[config.mk]
export PLATFORM = sky130hd
export DESIGN_NAME = multicycle_ctrl
export DESIGN_NICKNAME = d
export VERILOG_FILES = /design/src/rtl/multicycle_ctrl.sv
export SDC_FILE = /design/constraint.sdc
export NUM_CORES = 1
export LEC_CHECK = 0
export BUFFER_PORTS_ARGS = -buffer_cell sky130_fd_sc_hd__buf_2
export CORE_MARGIN = 2
export CORE_UTILIZATION = 41
export CTS_CLUSTER_DIAMETER = 60
export DETAILED_ROUTE_END_ITERATION = 12
export PLACE_DENSITY = 0.69
export SYNTH_ARGS = -nofsm -noshare
export SYNTH_HDL_FRONTEND = slang
export SYNTH_SLANG_ARGS = --single-unit
export TNS_END_PERCENT = 20
[constraint.sdc]
create_clock -name clk -period 3.5 [get_ports clk]
set_input_delay 0.7 -clock clk [delete_from_list [all_inputs] [get_ports clk]]
set_output_delay 0.7 -clock clk [all_outputs]
set_load 0.01 [all_outputs]
[src/rtl/multicycle_ctrl.sv]
// Multicycle RV32I control FSM: 3-5 cycles per instruction, plus one cycle per mem_ready=0 in FETCH or MEM.
// Memory stalls hold FETCH/MEM; reset is asynchronous and also gates every enable combinationally.
module multicycle_ctrl (
  input  logic        clk,
  input  logic        reset,
  input  logic [31:0] instr,
  input  logic        mem_ready,
  input  logic        branch_taken,
  output logic        mem_req,
  output logic        mem_we,
  output logic        mem_addr_sel,
  output logic        ir_we,
  output logic        pc_we,
  output logic [1:0]  pc_src,
  output logic        reg_we,
  output logic [1:0]  wb_src,
  output logic        alu_a_sel,
  output logic        alu_b_sel,
  output logic        illegal,
  output logic [2:0]  state,
  output logic [31:0] instret
);

  typedef enum logic [2:0] {
    S_FETCH  = 3'd0,
    S_DECODE = 3'd1,
    S_EXEC   = 3'd2,
    S_MEM    = 3'd3,
    S_WB     = 3'd4,
    S_TRAP   = 3'd5
  } state_t;

  localparam logic [4:0] OPC_LOAD   = 5'b00000;
  localparam logic [4:0] OPC_OPIMM  = 5'b00100;
  localparam logic [4:0] OPC_AUIPC  = 5'b00101;
  localparam logic [4:0] OPC_STORE  = 5'b01000;
  localparam logic [4:0] OPC_OP     = 5'b01100;
  localparam logic [4:0] OPC_LUI    = 5'b01101;
  localparam logic [4:0] OPC_BRANCH = 5'b11000;
  localparam logic [4:0] OPC_JALR   = 5'b11001;
  localparam logic [4:0] OPC_JAL    = 5'b11011;

  state_t      state_q, state_d;
  logic [4:0]  opcode;
  logic        is_load, is_opimm, is_auipc, is_store, is_op, is_lui;
  logic        is_branch, is_jalr, is_jal, is_alu_wb, legal;
  logic        mem_req_c, mem_we_c, ir_we_c, pc_we_c, reg_we_c;
  logic        unused_instr;

  assign opcode       = instr[6:2];
  assign unused_instr = ^instr[31:7];

  assign is_load   = (opcode == OPC_LOAD);
  assign is_opimm  = (opcode == OPC_OPIMM);
  assign is_auipc  = (opcode == OPC_AUIPC);
  assign is_store  = (opcode == OPC_STORE);
  assign is_op     = (opcode == OPC_OP);
  assign is_lui    = (opcode == OPC_LUI);
  assign is_branch = (opcode == OPC_BRANCH);
  assign is_jalr   = (opcode == OPC_JALR);
  assign is_jal    = (opcode == OPC_JAL);
  assign is_alu_wb = is_op | is_opimm | is_lui | is_auipc | is_jal | is_jalr;

  assign legal = (instr[1:0] == 2'b11) &&
                 (is_alu_wb | is_load | is_store | is_branch);

  // Datapath selects depend only on the held instruction
  assign alu_a_sel = is_auipc;
  assign alu_b_sel = is_opimm | is_load | is_store | is_jalr | is_auipc;

  always_comb begin
    if (is_load)                wb_src = 2'b01;
    else if (is_jal || is_jalr) wb_src = 2'b10;
    else if (is_lui)            wb_src = 2'b11;
    else                        wb_src = 2'b00;
  end

  always_comb begin
    state_d      = state_q;
    mem_req_c    = 1'b0;
    mem_we_c     = 1'b0;
    ir_we_c      = 1'b0;
    pc_we_c      = 1'b0;
    reg_we_c     = 1'b0;
    mem_addr_sel = 1'b0;
    pc_src       = 2'b00;
    case (state_q)
      S_FETCH: begin
        mem_req_c = 1'b1;
        if (mem_ready) begin
          ir_we_c = 1'b1;
          state_d = S_DECODE;
        end
      end
      S_DECODE: state_d = legal ? S_EXEC : S_TRAP;
      S_EXEC: begin
        if (is_branch) begin
          pc_we_c = 1'b1;
          pc_src  = branch_taken ? 2'b01 : 2'b00;
          state_d = S_FETCH;
        end else if (is_load || is_store) begin
          state_d = S_MEM;
        end else if (is_alu_wb) begin
          state_d = S_WB;
        end else begin
          state_d = S_TRAP;
        end
      end
      S_MEM: begin
        mem_req_c    = 1'b1;
        mem_addr_sel = 1'b1;
        mem_we_c     = is_store;
        if (mem_ready) begin
          if (is_store) begin
            pc_we_c = 1'b1;
            state_d = S_FETCH;
          end else begin
            state_d = S_WB;
          end
        end
      end
      S_WB: begin
        reg_we_c = 1'b1;
        pc_we_c  = 1'b1;
        if (is_jal)       pc_src = 2'b01;
        else if (is_jalr) pc_src = 2'b10;
        state_d = S_FETCH;
      end
      S_TRAP:  state_d = S_TRAP;
      default: state_d = S_TRAP;
    endcase
  end

  // Enables drop as soon as reset rises, not at the next edge
  assign mem_req = mem_req_c & ~reset;
  assign mem_we  = mem_we_c  & ~reset;
  assign ir_we   = ir_we_c   & ~reset;
  assign pc_we   = pc_we_c   & ~reset;
  assign reg_we  = reg_we_c  & ~reset;
  assign state   = state_q;

  always_ff @(posedge clk or posedge reset) begin
    if (reset) begin
      state_q <= S_FETCH;
      illegal <= 1'b0;
      instret <= 32'd0;
    end else begin
      state_q <= state_d;
      if (state_d == S_TRAP) illegal <= 1'b1;
      if (pc_we)             instret <= instret + 32'd1;
    end
  end

endmodule

---- Word-level counts from Yosys, hierarchy flattened ----
Cells that the tools add are included.
storage, ports and cells
  register bits after elaboration ......... 36
  input port bits ......................... 36
  output and inout bits ................... 48
  word-level logic and storage cells ...... 68
operators by class
  $add $sub $neg .......................... 1
  eq/ne operators ......................... 14
  mux-type cells .......................... 26
  bitwise logic cells ..................... 18
  reductions and logical operators ........ 6
operator list
  cell                                                  number
  adder 32 x 1 -> 32 bit (second input constant)        1
  2-to-1 mux 3 bit                                      6
  equality test 5 x 4 -> 1 bit (second input constant)  3
  equality test 5 bit (second input constant)           3
  one-hot mux 3 bit (5 select lines)                    1
  2-to-1 mux 1 bit                                      12
  bitwise OR 1 bit                                      12
  equality test 5 x 3 -> 1 bit (second input constant)  2
  2-to-1 mux 2 bit                                      5
  equality test 3 x 2 -> 1 bit (second input constant)  2
  equality test 3 bit (second input constant)           2
  bitwise AND 1 bit                                     5
  zero test 5 bit                                       1
  one-hot mux 2 bit (2 select lines)                    1
  equality test 3 x 1 -> 1 bit (second input constant)  1
  zero test 3 bit                                       1
  one-hot mux 1 bit (3 select lines)                    1
  equality test 2 bit (second input constant)           1
  logical OR 1 bit                                      2
  OR reduction 2 bit                                    1
  logical AND 1 bit                                     1
  inverter 1 bit                                        1

---- Logic depth before layout (Yosys ltp) ----
  depth in word-level cells ............... 13
  gate-level depth with buffers ........... 6
  depth with buffers taken out ............ 5

---- Least setup slack after synthesis ----
OpenSTA, ideal clock, no wires.
  path type ............................... in2out
  start point ............................. input port reset
  end point ............................... output port pc_we
  arrival time ............................ 2.169 ns
  data required time ...................... 2.800 ns
  setup slack ............................. 0.631 ns
  stages .................................. 4
  buffers on the path ..................... 1
  path through ............................ inv_1 > nand3_1 > clkbuf_1 > nand2_2
on the way
  longest elaborated chain between the ends .. 2
RTL lines
  element            RTL line  source
  from (decl)        5         input logic reset,
  inverter 1 bit     138       assign pc_we = pc_we_c & ~reset;
  bitwise AND 1 bit  138
  to (decl)          13        output logic pc_we,
No other way between the ends.

---- Worst setup path after layout ----
  start point ............................. register state_q[0], in the netlist state[0]
  end point ............................... output port pc_we
on the way
  longest elaborated chain between the ends .. 3
  elaborated cells on any way between the ends .. 5
  those cells by class .................... 3 x eq/ne; 1 x mux; 1 x bitwise
RTL lines
  element                                                              RTL line  source
  from (decl)                                                          43        state_t state_q, state_d;
  from (signal assigned)                                               148       state_q <= state_d;
  equality test 3 bit or equality test 3 x 2 -> 1 bit (tied branches)  87        case (state_q)
  one-hot mux 1 bit (3 select lines) (*)                               87
  bitwise AND 1 bit (*)                                                138
Mark *: on every way between the ends. The rest lies on a longest branch, timed or not.

==> results.md <==
- # H-tree levels: 2
- Starting Density: 43.0%
- FF-to-FF Start: instret[2]
- Power density over the cells: 416 nW/um2
- Hold_buf cts: 0
- Drt via density: 5.60
- Initial antenna violation count: 0
- FF+latch count, synth: 36
- Nets: 309
- CTS resizes: 0
- Clk slew on worst S/H paths: 0.07 ns
- WL/cell: 15.2 um
- Critical path fanouts, max: 22
- I/O Buffers: 58
- Worst path slowest cell: dfrtp_1
- Worst-Margin Slew: 0.550 ns
- Mean post-synth cell area: 10.3 um2
- DRC errors left: 0
- Primary FF master, synth: dfrtp_1
- Final hold violations: 0
- CP startpoint: state[0]
- Leakage: 0.00131 uW
- Max VDD drop: 338 uV
- CTS Sinks: 36
- Final worst path period share: 68.3%
- Largest net degree at the start of global routing: 37
- CTS Buffer Depth: 2
- Worst reg2reg path depth: 4
- Worst min path class: reg -> reg
- Most common cell after layout, fill and taps aside: buf_2
- F_max: 0.418 GHz
- Commonest non-fill, non-tap cells in the layout: buf_2 (58), dfrtp_1 (36), xor2_1 (20), nand2_1 (16), nand3_1 (13)
- Worst path max stage delay: 0.57 ns
- Site row count: 26
- CTS tree: yes
- CP Launch Type: flip-flop
- Syn Inst Count: 215
- Min Tclk post-route: 2.39 ns
- Outcome: finished clean
- Maxcap violations: 0
- First-pass GRT wire length: 8820 um
- Final-report setup violation count: 0
- Total number of vias: 1,921
- Main area contributors after synthesis: dfrtp_1 (41%), xor2_1 (7.9%), a2111oi_2 (6.8%)
- CP Class: reg -> out
- Post-synth EDFFs: 0
- Core area: 5140 um2
- Final WL: 5200 um
- DR pass1 iterations: 4
- Num CTS Buffers: 5
- Post-CTS Setup Inserts: 0
- Layout cells sized above 1: 32.6%
- Sequential cell area fraction in the yosys report: 40.8%
- Starting DRC count in detailed routing: 105
- Top-level I/O count: 84
- Root Driver: clkbuf_8
- WHS: 0.467 ns
- Crit path cell chain: nor2_1 -> nand3_1 -> buf_4 -> nand2_2 -> buf_2
- Placer Congestion: 0.793
- Vias in the first global route: 1,772
- Hpwl dp: 3650 um
- Largest area contributor in the netlist: dfrtp_1
- RSZ-0062 raised after global routing: no
- Required time worst endpoint: 2.80 ns
- Reg2Reg Setup Slack: 1.37 ns
- Critical Path Sink: pc_we
- P&R area growth vs syn: 19.8%
- Post-synth ARST share: 100%
- CP Capture Type: output port
- Yosys top cell area share: 40.8%
- Routed Antenna Nets: 0
- Slew margin rel.: 62.9%
- Setup TNS: 0 ns
- Clock Skew: 0.00615 ns
- Chip height: 77.4 um
- Syn Std Cell Area: 2210 um2
- Mapped Nets: 252
- Synth cell types: 52
- Final Max Tran Viols: 0
- Gr usage total: 18.1%
- Worst R2R End: instret[31]
- CP arrival: 1.69 ns
- Clock Latency Late Sink: 0.29 ns
- Die width: 77.4 um
- Die area: 5990 um2
- Gr ovfl total: 0
- Antenna cells: 0
- Warnings from Yosys: 0
==> critical path: cells and delay by family (launching register included) <==
family	cells	cell delay, ns
buf+inv	2	0.50
flops	1	0.57
simple gates	3	0.34
==> flip-flops by register name (all words and copies together) (netlist names) <==
name     flops
illegal      1
state        3
instret     32
==> per-layer routing <==
layer  global-route usage [%]  share of wire (%)  routed length, um  vias to the layer above
met5                        0                  0                  0                        -
met4                     4.29               0.98                 51                        0
met3                     5.35                5.6                291                        6
met2                     27.1                 46               2380                       47
met1                     25.7                 48               2480                      943
li1                         -                  -                  -                      925
==> cells in the mapped netlist, types with 2 or more instances <==
master	count
a2111oi_1	2
a2111oi_2	10
a211oi_1	10
a21oi_1	4
a22oi_1	2
and2_1	3
and3_1	8
and3b_1	2
and4_1	3
buf_2	3
clkbuf_1	6
dfrtp_1	36
inv_1	6
nand2_1	16
nand2b_1	4
nand3_1	13
nand4_1	3
nor2_1	7
nor2b_1	3
nor3_1	2
nor4_1	2
o2111ai_1	7
o21ai_0	4
or2_2	2
xnor2_1	11
xor2_1	20
==> layout make-up <==
cell class / instances / area, um2
inverters: 7 / 26.3
well taps: 70 / 87.6
multi-input cells: 161 / 1220
clock inverters: 2 / 10.0
fillers: 495 / 2490
repair buffers: 61 / 313
flip-flops and latches: 36 / 901
clock buffers: 6 / 82.6
==> per-stage QoR <==
stage | utilization (%) | setup WS [ns] | instances | total power, uW | instance area, um2
finish | 51.5 | 1.11 | 343 | 1100 | 2650
global route | 51.5 | 0.969 | 343 | 1170 | 2650
CTS | 51.5 | 1.10 | 343 | 1110 | 2650
detailed placement | 49.7 | 1.16 | 335 | 800 | 2550
global placement | 49.7 | 1.17 | 335 | 795 | 2550
floorplan | - | 0.631 | 215 | 700 | 2210
==> how the worst min path moves through the flow <==
stage / depth (start not counted) / slack, ns / end / start
floorplan: 1 / 0.50 / instret[31] / instret[31]
global placement: 1 / 0.45 / instret[31] / instret[31]
detailed placement: 1 / 0.46 / instret[31] / instret[31]
CTS: 1 / 0.47 / instret[31] / instret[31]
global route: 1 / 0.49 / instret[31] / instret[31]
finish: 1 / 0.47 / instret[31] / instret[31]
==> logic make-up (layout without fill, tap and decap cells) <==
group	after synthesis	count (layout)	share of synthesized area [%]
AOI/OAI and AO/OA	46	46	19.3
xor gates and xnor gates	31	31	12.3
adders and majority gates	2	2	1.02
buffers and inverters	18	76	3.74
DFF	36	36	40.8
muxes	2	2	0.963
and+or+nand+nor	80	80	21.9
==> power by group <==
group	internal [uW]	switching [uW]	total (uW)
registers	454	72.1	526
clock network	157	152	309
logic	99.9	165	265
total	711	389	1100
No activity file was read; power rests on OpenSTA's default activity.
